[config.mk]
export PLATFORM = sky130hd
export DESIGN_NAME = output_argmax_flat
export DESIGN_NICKNAME = d
export VERILOG_FILES = /design/src/rtl/output_argmax_if.sv /design/src/rtl/output_argmax.sv /design/src/flat_wrapper.sv
export SDC_FILE = /design/constraint.sdc
export NUM_CORES = 1
export LEC_CHECK = 0
export CORE_ASPECT_RATIO = 0.9
export CORE_MARGIN = 2
export CORE_UTILIZATION = 56
export CTS_CLUSTER_SIZE = 28
export DETAILED_ROUTE_END_ITERATION = 12
export GPL_TIMING_DRIVEN = 0
export PLACE_DENSITY = 0.8
export SYNTH_ARGS = -nofsm -noshare
export SYNTH_HDL_FRONTEND = slang
export SYNTH_SLANG_ARGS = --single-unit
[constraint.sdc]
create_clock -name clk -period 3.3 [get_ports clk]
set_clock_uncertainty 0.2 [all_clocks]
set_input_delay 0.33 -clock clk [delete_from_list [all_inputs] [get_ports clk]]
set_output_delay 0.33 -clock clk [all_outputs]
set_load 0.05 [all_outputs]
[src/rtl/output_argmax_if.sv]
// Score stream in, prediction stream out, plus the run-complete flag.
interface output_argmax_if #(
  parameter int unsigned DATA_W  = 16,
  parameter int unsigned CLASS_W = 4,
  parameter int unsigned IMAGE_W = 4
);
  logic               score_valid;
  logic               score_ready;
  logic [DATA_W-1:0]  score_data;
  logic               pred_valid;
  logic               pred_ready;
  logic [CLASS_W-1:0] pred_class;
  logic [IMAGE_W-1:0] pred_image;
  logic [DATA_W-1:0]  pred_score;
  logic               done;

  // Environment side: produces scores, consumes predictions.
  modport master (
    output score_valid, score_data, pred_ready,
    input  score_ready, pred_valid, pred_class, pred_image, pred_score, done
  );

  // Block side: consumes scores, produces predictions.
  modport slave (
    input  score_valid, score_data, pred_ready,
    output score_ready, pred_valid, pred_class, pred_image, pred_score, done
  );
endinterface

[src/rtl/output_argmax.sv]
// Per-image argmax over a stream of signed class scores, buffered predictions out.
module output_argmax #(
  parameter int unsigned NUM_CLASSES = 10,
  parameter int unsigned NUM_IMAGES  = 10,
  parameter int unsigned DATA_W      = 16,
  parameter int unsigned FIFO_DEPTH  = 2
) (
  input  logic           clk,
  input  logic           reset,
  output_argmax_if.slave bus
);

  localparam int unsigned CLASS_W = 4;
  localparam int unsigned IMAGE_W = 4;
  localparam int unsigned PTR_W   = (FIFO_DEPTH > 1) ? $clog2(FIFO_DEPTH) : 1;
  localparam int unsigned CNT_W   = $clog2(FIFO_DEPTH + 1);

  localparam logic [CLASS_W-1:0] LAST_CLASS = CLASS_W'(NUM_CLASSES - 1);
  localparam logic [IMAGE_W-1:0] LAST_IMAGE = IMAGE_W'(NUM_IMAGES - 1);
  localparam logic [PTR_W-1:0]   LAST_PTR   = PTR_W'(FIFO_DEPTH - 1);
  localparam logic [CNT_W-1:0]   FULL_CNT   = CNT_W'(FIFO_DEPTH);

  // Stream position and running maximum
  logic [CLASS_W-1:0]       class_cnt;
  logic [IMAGE_W-1:0]       image_cnt;
  logic signed [DATA_W-1:0] best;
  logic [CLASS_W-1:0]       best_idx;
  logic                     in_done;
  logic                     done_q;

  // Prediction buffer
  logic [CLASS_W-1:0] mem_class [FIFO_DEPTH];
  logic [IMAGE_W-1:0] mem_image [FIFO_DEPTH];
  logic [DATA_W-1:0]  mem_score [FIFO_DEPTH];
  logic [PTR_W-1:0]   rd_ptr;
  logic [PTR_W-1:0]   wr_ptr;
  logic [CNT_W-1:0]   count;

  // Combinational helpers
  logic                     fifo_full_c;
  logic                     fifo_empty_c;
  logic                     last_beat_c;
  logic                     ready_c;
  logic                     accept_c;
  logic                     pop_c;
  logic                     push_c;
  logic                     beat_wins_c;
  logic signed [DATA_W-1:0] final_score_c;
  logic [CLASS_W-1:0]       final_idx_c;

  // Handshake qualifiers and the result of the image including the current beat
  always_comb begin
    fifo_full_c   = (count == FULL_CNT);
    fifo_empty_c  = (count == '0);
    last_beat_c   = (class_cnt == LAST_CLASS);
    // Only the closing beat of an image needs a free slot; pops do not count
    // toward that slot so pred_ready never reaches score_ready.
    ready_c       = !in_done && !(last_beat_c && fifo_full_c);
    accept_c      = bus.score_valid && ready_c;
    pop_c         = !fifo_empty_c && bus.pred_ready;
    push_c        = accept_c && last_beat_c;
    // Strict compare: ties keep the earlier (lower) class index.
    beat_wins_c   = $signed(bus.score_data) > best;
    final_score_c = best;
    final_idx_c   = best_idx;
    if (beat_wins_c) begin
      final_score_c = $signed(bus.score_data);
      final_idx_c   = class_cnt;
    end
  end

  // Class/image position and end-of-input flag
  always_ff @(posedge clk) begin
    if (reset) begin
      class_cnt <= '0;
      image_cnt <= '0;
      in_done   <= 1'b0;
    end else if (accept_c) begin
      if (last_beat_c) begin
        class_cnt <= '0;
        if (image_cnt == LAST_IMAGE) begin
          in_done <= 1'b1;
        end else begin
          image_cnt <= image_cnt + IMAGE_W'(1);
        end
      end else begin
        class_cnt <= class_cnt + CLASS_W'(1);
      end
    end
  end

  // Running maximum within the current image
  always_ff @(posedge clk) begin
    if (reset) begin
      best     <= '0;
      best_idx <= '0;
    end else if (accept_c) begin
      if (class_cnt == '0) begin
        best     <= $signed(bus.score_data);
        best_idx <= '0;
      end else if (beat_wins_c) begin
        best     <= $signed(bus.score_data);
        best_idx <= class_cnt;
      end
    end
  end

  // Buffer storage: write the finished prediction at the tail
  always_ff @(posedge clk) begin
    if (reset) begin
      mem_class <= '{default: '0};
      mem_image <= '{default: '0};
      mem_score <= '{default: '0};
    end else if (push_c) begin
      mem_class[wr_ptr] <= final_idx_c;
      mem_image[wr_ptr] <= image_cnt;
      mem_score[wr_ptr] <= final_score_c;
    end
  end

  // Buffer pointers and occupancy; simultaneous push and pop keep the count
  always_ff @(posedge clk) begin
    if (reset) begin
      rd_ptr <= '0;
      wr_ptr <= '0;
      count  <= '0;
    end else begin
      if (push_c) begin
        wr_ptr <= (wr_ptr == LAST_PTR) ? '0 : wr_ptr + PTR_W'(1);
      end
      if (pop_c) begin
        rd_ptr <= (rd_ptr == LAST_PTR) ? '0 : rd_ptr + PTR_W'(1);
      end
      case ({push_c, pop_c})
        2'b10:   count <= count + CNT_W'(1);
        2'b01:   count <= count - CNT_W'(1);
        default: count <= count;
      endcase
    end
  end

  // Run complete once the final image's prediction leaves the buffer
  always_ff @(posedge clk) begin
    if (reset) begin
      done_q <= 1'b0;
    end else if (pop_c && in_done && (mem_image[rd_ptr] == LAST_IMAGE)) begin
      done_q <= 1'b1;
    end
  end

  assign bus.score_ready = ready_c;
  assign bus.pred_valid  = !fifo_empty_c;
  assign bus.pred_class  = mem_class[rd_ptr];
  assign bus.pred_image  = mem_image[rd_ptr];
  assign bus.pred_score  = mem_score[rd_ptr];
  assign bus.done        = done_q;

endmodule

[src/flat_wrapper.sv]
// flat-port wrapper written by rule: the top's interface ports become plain ports
module output_argmax_flat 
#(
  parameter int unsigned NUM_CLASSES = 10,
  parameter int unsigned NUM_IMAGES  = 10,
  parameter int unsigned DATA_W      = 16,
  parameter int unsigned FIFO_DEPTH  = 2
)
  (clk, reset, bus_score_valid, bus_score_data, bus_pred_ready, bus_score_ready, bus_pred_valid, bus_pred_class, bus_pred_image, bus_pred_score, bus_done);
  output_argmax_if #(.DATA_W(DATA_W)) bus_i ();
  input  logic clk;
  input  logic reset;
  input wire logic [$bits(bus_i.score_valid)-1:0] bus_score_valid;
  input wire logic [$bits(bus_i.score_data)-1:0] bus_score_data;
  input wire logic [$bits(bus_i.pred_ready)-1:0] bus_pred_ready;
  output wire logic [$bits(bus_i.score_ready)-1:0] bus_score_ready;
  output wire logic [$bits(bus_i.pred_valid)-1:0] bus_pred_valid;
  output wire logic [$bits(bus_i.pred_class)-1:0] bus_pred_class;
  output wire logic [$bits(bus_i.pred_image)-1:0] bus_pred_image;
  output wire logic [$bits(bus_i.pred_score)-1:0] bus_pred_score;
  output wire logic [$bits(bus_i.done)-1:0] bus_done;
  assign bus_i.score_valid = bus_score_valid;
  assign bus_i.score_data = bus_score_data;
  assign bus_i.pred_ready = bus_pred_ready;
  assign bus_score_ready = bus_i.score_ready;
  assign bus_pred_valid = bus_i.pred_valid;
  assign bus_pred_class = bus_i.pred_class;
  assign bus_pred_image = bus_i.pred_image;
  assign bus_pred_score = bus_i.pred_score;
  assign bus_done = bus_i.done;
  output_argmax #(.NUM_CLASSES(NUM_CLASSES), .NUM_IMAGES(NUM_IMAGES), .DATA_W(DATA_W), .FIFO_DEPTH(FIFO_DEPTH)) u_core (.clk(clk), .reset(reset), .bus(bus_i));
endmodule
==> impl_summary.log <==
[metrics] run status: completed
[metrics] post-DR wirelength/cell: 15.2 um
[metrics] Reg-to-Reg Start: u_core.best[15]$_SDFFE_PP0N_
[metrics] #FFs+latches synth: 82
[metrics] critical path data arrival time: approximately 2.5 ns
[metrics] diode count: 0
[metrics] number of DRC markers after the initial detailed-route iteration: 179
[metrics] number of synthesized flops with an enable pin: 0
[metrics] routability congestion estimate: just over 0.8
[metrics] number of hold violations in the final report: 0
[metrics] PostCTS Resize Cnt: 0
[metrics] relative slew slack: 0.498
[metrics] GRT met3 Usage: 0.0596
[metrics] static leakage: around 0.0019 uW
[metrics] Final Net Count: approximately 540
[metrics] clock tree from TritonCTS: built
[metrics] Max IR drop VDD: approximately 340 uV
[metrics] area of the core region: just under 7000 um^2
[metrics] biggest fanout along the worst timing path: 10
[metrics] post-route clock period utilization: 0.903
[metrics] number of warnings reported in the yosys synthesis log: 0
[metrics] Post-CTS Setup Inserts: 0
[metrics] via count: 3300
[metrics] most used cells in the layout excluding fill and tap cells: 82 x sky130_fd_sc_hd__dfxtp_1, 75 x sky130_fd_sc_hd__nand2_1, 46 x sky130_fd_sc_hd__clkdlybuf4s50_1
[metrics] largest cells by area after synthesis: sky130_fd_sc_hd__dfxtp_1 42%, sky130_fd_sc_hd__mux2i_1 7.9%, sky130_fd_sc_hd__mux2_2 7.1%
[metrics] Critical R2R Capture: u_core.mem_score[23]$_SDFFE_PP0P_
[metrics] number of failing setup endpoints in the final timing report: 0
[metrics] CTS Hold Buffers Added: 0
[metrics] P per Cell Area: approximately 450 nW/um^2
[metrics] Min Clock Period, post-route: just under 3 ns
[metrics] via/cell ratio: about 5.5
[metrics] Worst setup startpoint: u_core.rd_ptr$_SDFFE_PP0P_
[metrics] via count of the first global-routing pass: between 3000 and 4000
[metrics] Clock Pin Slew Worst Setup and Hold Paths: roughly 0.080 ns
[metrics] maximum level of the CTS H-tree: 3
[metrics] combined area of all synthesized cells: roughly 3900 um^2
[metrics] startpoint class of the critical path: flop
[metrics] quantity of I/O buffers inserted on ports: 46
[metrics] Post-route DRC: 0
[metrics] met2 global-route usage: 0.395
[metrics] setup_tns: 0 ns
[metrics] Clock Sink Count: 82
[metrics] placement row count: 29
[metrics] setup repair after global routing missed its margin: false
[metrics] leading cell type in the layout, fill and taps excluded: sky130_fd_sc_hd__dfxtp_1
[metrics] antenna viol nets, final: 0
[metrics] total congestion overflow after global routing: 0
[metrics] worst-skew pair later-pin latency: 0.36 ns
[metrics] number of library cell types mapped by synthesis: 49
[metrics] buffer cell driving the clock tree root: sky130_fd_sc_hd__clkbuf_8
[metrics] die span in y: between 80 and 90 um
[metrics] crit-path leading delay family: buffers and inverters
[metrics] transition time of the tightest slew-check pin: 0.751 ns
[metrics] cell-by-cell listing of the critical path: clkbuf_1 -> clkbuf_2 -> mux2_2 -> clkdlybuf4s50_1
[metrics] Filler cells: ~540
[metrics] max-cap viol count: 0
[metrics] maximum number of pins on one net before global-route repair: 14
[metrics] synthesized instance count: 441
[metrics] DRT Wirelength: 9.03 mm
[metrics] ratio of cells with drive above 1 in the final layout: 0.117
[metrics] delay of the slowest critical-path stage: just over 0.7 ns
[metrics] initial antenna violation count: 0
[metrics] net count after synthesis: 480
[metrics] area leader, netlist: sky130_fd_sc_hd__dfxtp_1
[metrics] post-route setup slack: around 0.32 ns
[metrics] type of the setup path with the least slack: flop to primary output
[metrics] GRT Total Usage: 0.245
[metrics] kind of path behind the tightest hold check: flop to flop
[metrics] Req. time, crit path: approximately 2.8 ns
[metrics] proportion of netlist area held by the largest area contributor: 0.416
[metrics] path depth of the worst reg2reg path: 10
[metrics] primary flip-flop cell chosen by synthesis mapping: sky130_fd_sc_hd__dfxtp_1
[metrics] Critical-path top delay cell: sky130_fd_sc_hd__clkdlybuf4s50_1
[metrics] Pre-Repair DR Iteration Count: 4
[metrics] Max Buffers Root-to-Sink: 2
[metrics] Syn Area/Cell: 8.95 um^2
[metrics] first-pass GRT wire length: roughly 15 mm
[metrics] number of buffers and inverters on the critical path: 3
[metrics] Worst Setup EP: bus_pred_score[8]
[metrics] dpl hpwl: 6.52 mm
[metrics] worst-case register-to-register setup slack: 0.41 ns
[metrics] Initial Util: 0.570
[metrics] final count of pins violating max slew: 0
[metrics] busiest metal layer after global routing: met2
[metrics] area overhead of the layout relative to synthesis: 19.6%
[metrics] M1 GR Usage: 0.322
[metrics] Worst setup EP type: primary output
[metrics] pre-CTS worst setup slack: 0.0268 ns
[metrics] number of I/O pins: 47
[metrics] area of the die: 7740 um^2
[metrics] Crit path depth: 4
[metrics] number of clock buffers inserted by TritonCTS: 9
[metrics] Synth async-reset ratio: 0
[metrics] sequential share of the synthesized area: 0.416
[metrics] highest attainable clock frequency: approximately 0.34 GHz
[metrics] Horiz. Die Dim: 92.5 um
## area by class of cell
type,instances,area (um^2),share of cell area
multi-input combinational,310,2080,0.440
sequential,82,1640,0.347
timing repair buffer,46,460,0.0975
clock buffer,12,145,0.0307
buffer,25,143,0.0302
tap,93,116,0.0246
inverter,24,90.1,0.0191
clock inverter,4,51.3,0.0109
## worst min-delay path, delay by kind of cell, from the launching register on
kind / cells / cell delay (ns)
DFF: 1 / 0.31
and+or+nand+nor: 2 / 0.09
## state kept, by name, indices dropped and copies added, names as in the netlist
| register | flops |
|---|---|
| u_core.class_cnt | 4 |
| u_core.best | 16 |
| u_core.mem_image | 8 |
| u_core.image_cnt | 4 |
| u_core.wr_ptr | 1 |
| u_core.count | 2 |
| u_core.rd_ptr | 1 |
| u_core.bus.done | 1 |
| u_core.mem_score | 32 |
| u_core.best_idx | 4 |
| u_core.in_done | 1 |
| u_core.mem_class | 8 |
## stage by stage
stage	hold WS, ns	utilization	total power, uW	instances	instance area, um^2
after floorplan	0.210	-	1290	441	3950
after detailed placement	0.229	0.653	1390	580	4530
after CTS	0.241	0.681	2110	596	4720
after global routing	0.268	0.682	2190	596	4720
final	0.240	0.682	2110	596	4720
after global placement	0.218	0.653	1380	580	4530
## cells by family (layout without fill, tap and decap cells)
group | count (synthesis) | count (layout) | share of synthesized area
simple gates | 137 | 137 | 0.152
flops | 82 | 82 | 0.416
compound gates | 90 | 90 | 0.142
buf+inv | 49 | 111 | 0.0583
mux | 57 | 57 | 0.156
fa+ha+maj | 19 | 19 | 0.0602
xor+xnor | 7 | 7 | 0.0155
## per-layer routing
layer	part of all wire	wire length, um
met1	0.45	4070
met2	0.47	4210
met3	0.065	584
met4	0.019	172
met5	0	0
## cell usage after synthesis (3+ instances only)
master and instances:
sky130_fd_sc_hd__mux2i_1 31, sky130_fd_sc_hd__a211oi_1 16, sky130_fd_sc_hd__o21ai_0 25, sky130_fd_sc_hd__nor2b_1 4, sky130_fd_sc_hd__buf_6 3, sky130_fd_sc_hd__buf_1 5
sky130_fd_sc_hd__buf_2 3, sky130_fd_sc_hd__nand3_1 8, sky130_fd_sc_hd__nand2_1 75, sky130_fd_sc_hd__a21oi_1 25, sky130_fd_sc_hd__o211ai_1 4, sky130_fd_sc_hd__dfxtp_1 82
sky130_fd_sc_hd__o21ai_1 5, sky130_fd_sc_hd__nor2_1 33, sky130_fd_sc_hd__a22o_1 3, sky130_fd_sc_hd__mux2_2 25, sky130_fd_sc_hd__xor2_1 5, sky130_fd_sc_hd__ha_1 19
sky130_fd_sc_hd__inv_1 23, sky130_fd_sc_hd__clkbuf_1 12
## how the worst min path moves through the flow
stage / from / depth (start not counted) / endpoint
2_1_floorplan: u_core.mem_class[0]$_SDFFE_PP0P_ / 2 / u_core.mem_class[0]$_SDFFE_PP0P_
3_3_place_gp: u_core.mem_class[0]$_SDFFE_PP0P_ / 2 / u_core.mem_class[0]$_SDFFE_PP0P_
3_5_place_dp: u_core.mem_class[3]$_SDFFE_PP0P_ / 2 / u_core.mem_class[3]$_SDFFE_PP0P_
4_1_cts: u_core.mem_class[3]$_SDFFE_PP0P_ / 2 / u_core.mem_class[3]$_SDFFE_PP0P_
5_1_grt: u_core.mem_class[0]$_SDFFE_PP0P_ / 2 / u_core.mem_class[0]$_SDFFE_PP0P_
6_report: u_core.mem_class[3]$_SDFFE_PP0P_ / 2 / u_core.mem_class[3]$_SDFFE_PP0P_
## power by group
part	internal (uW)	switching [uW]	leakage [uW]
combinational	147	190	0.00113
clock	371	362	0.0000966
sequential	1010	20.9	0.000664
total	1530	573	0.00189
(Power assumes the default switching activity.)
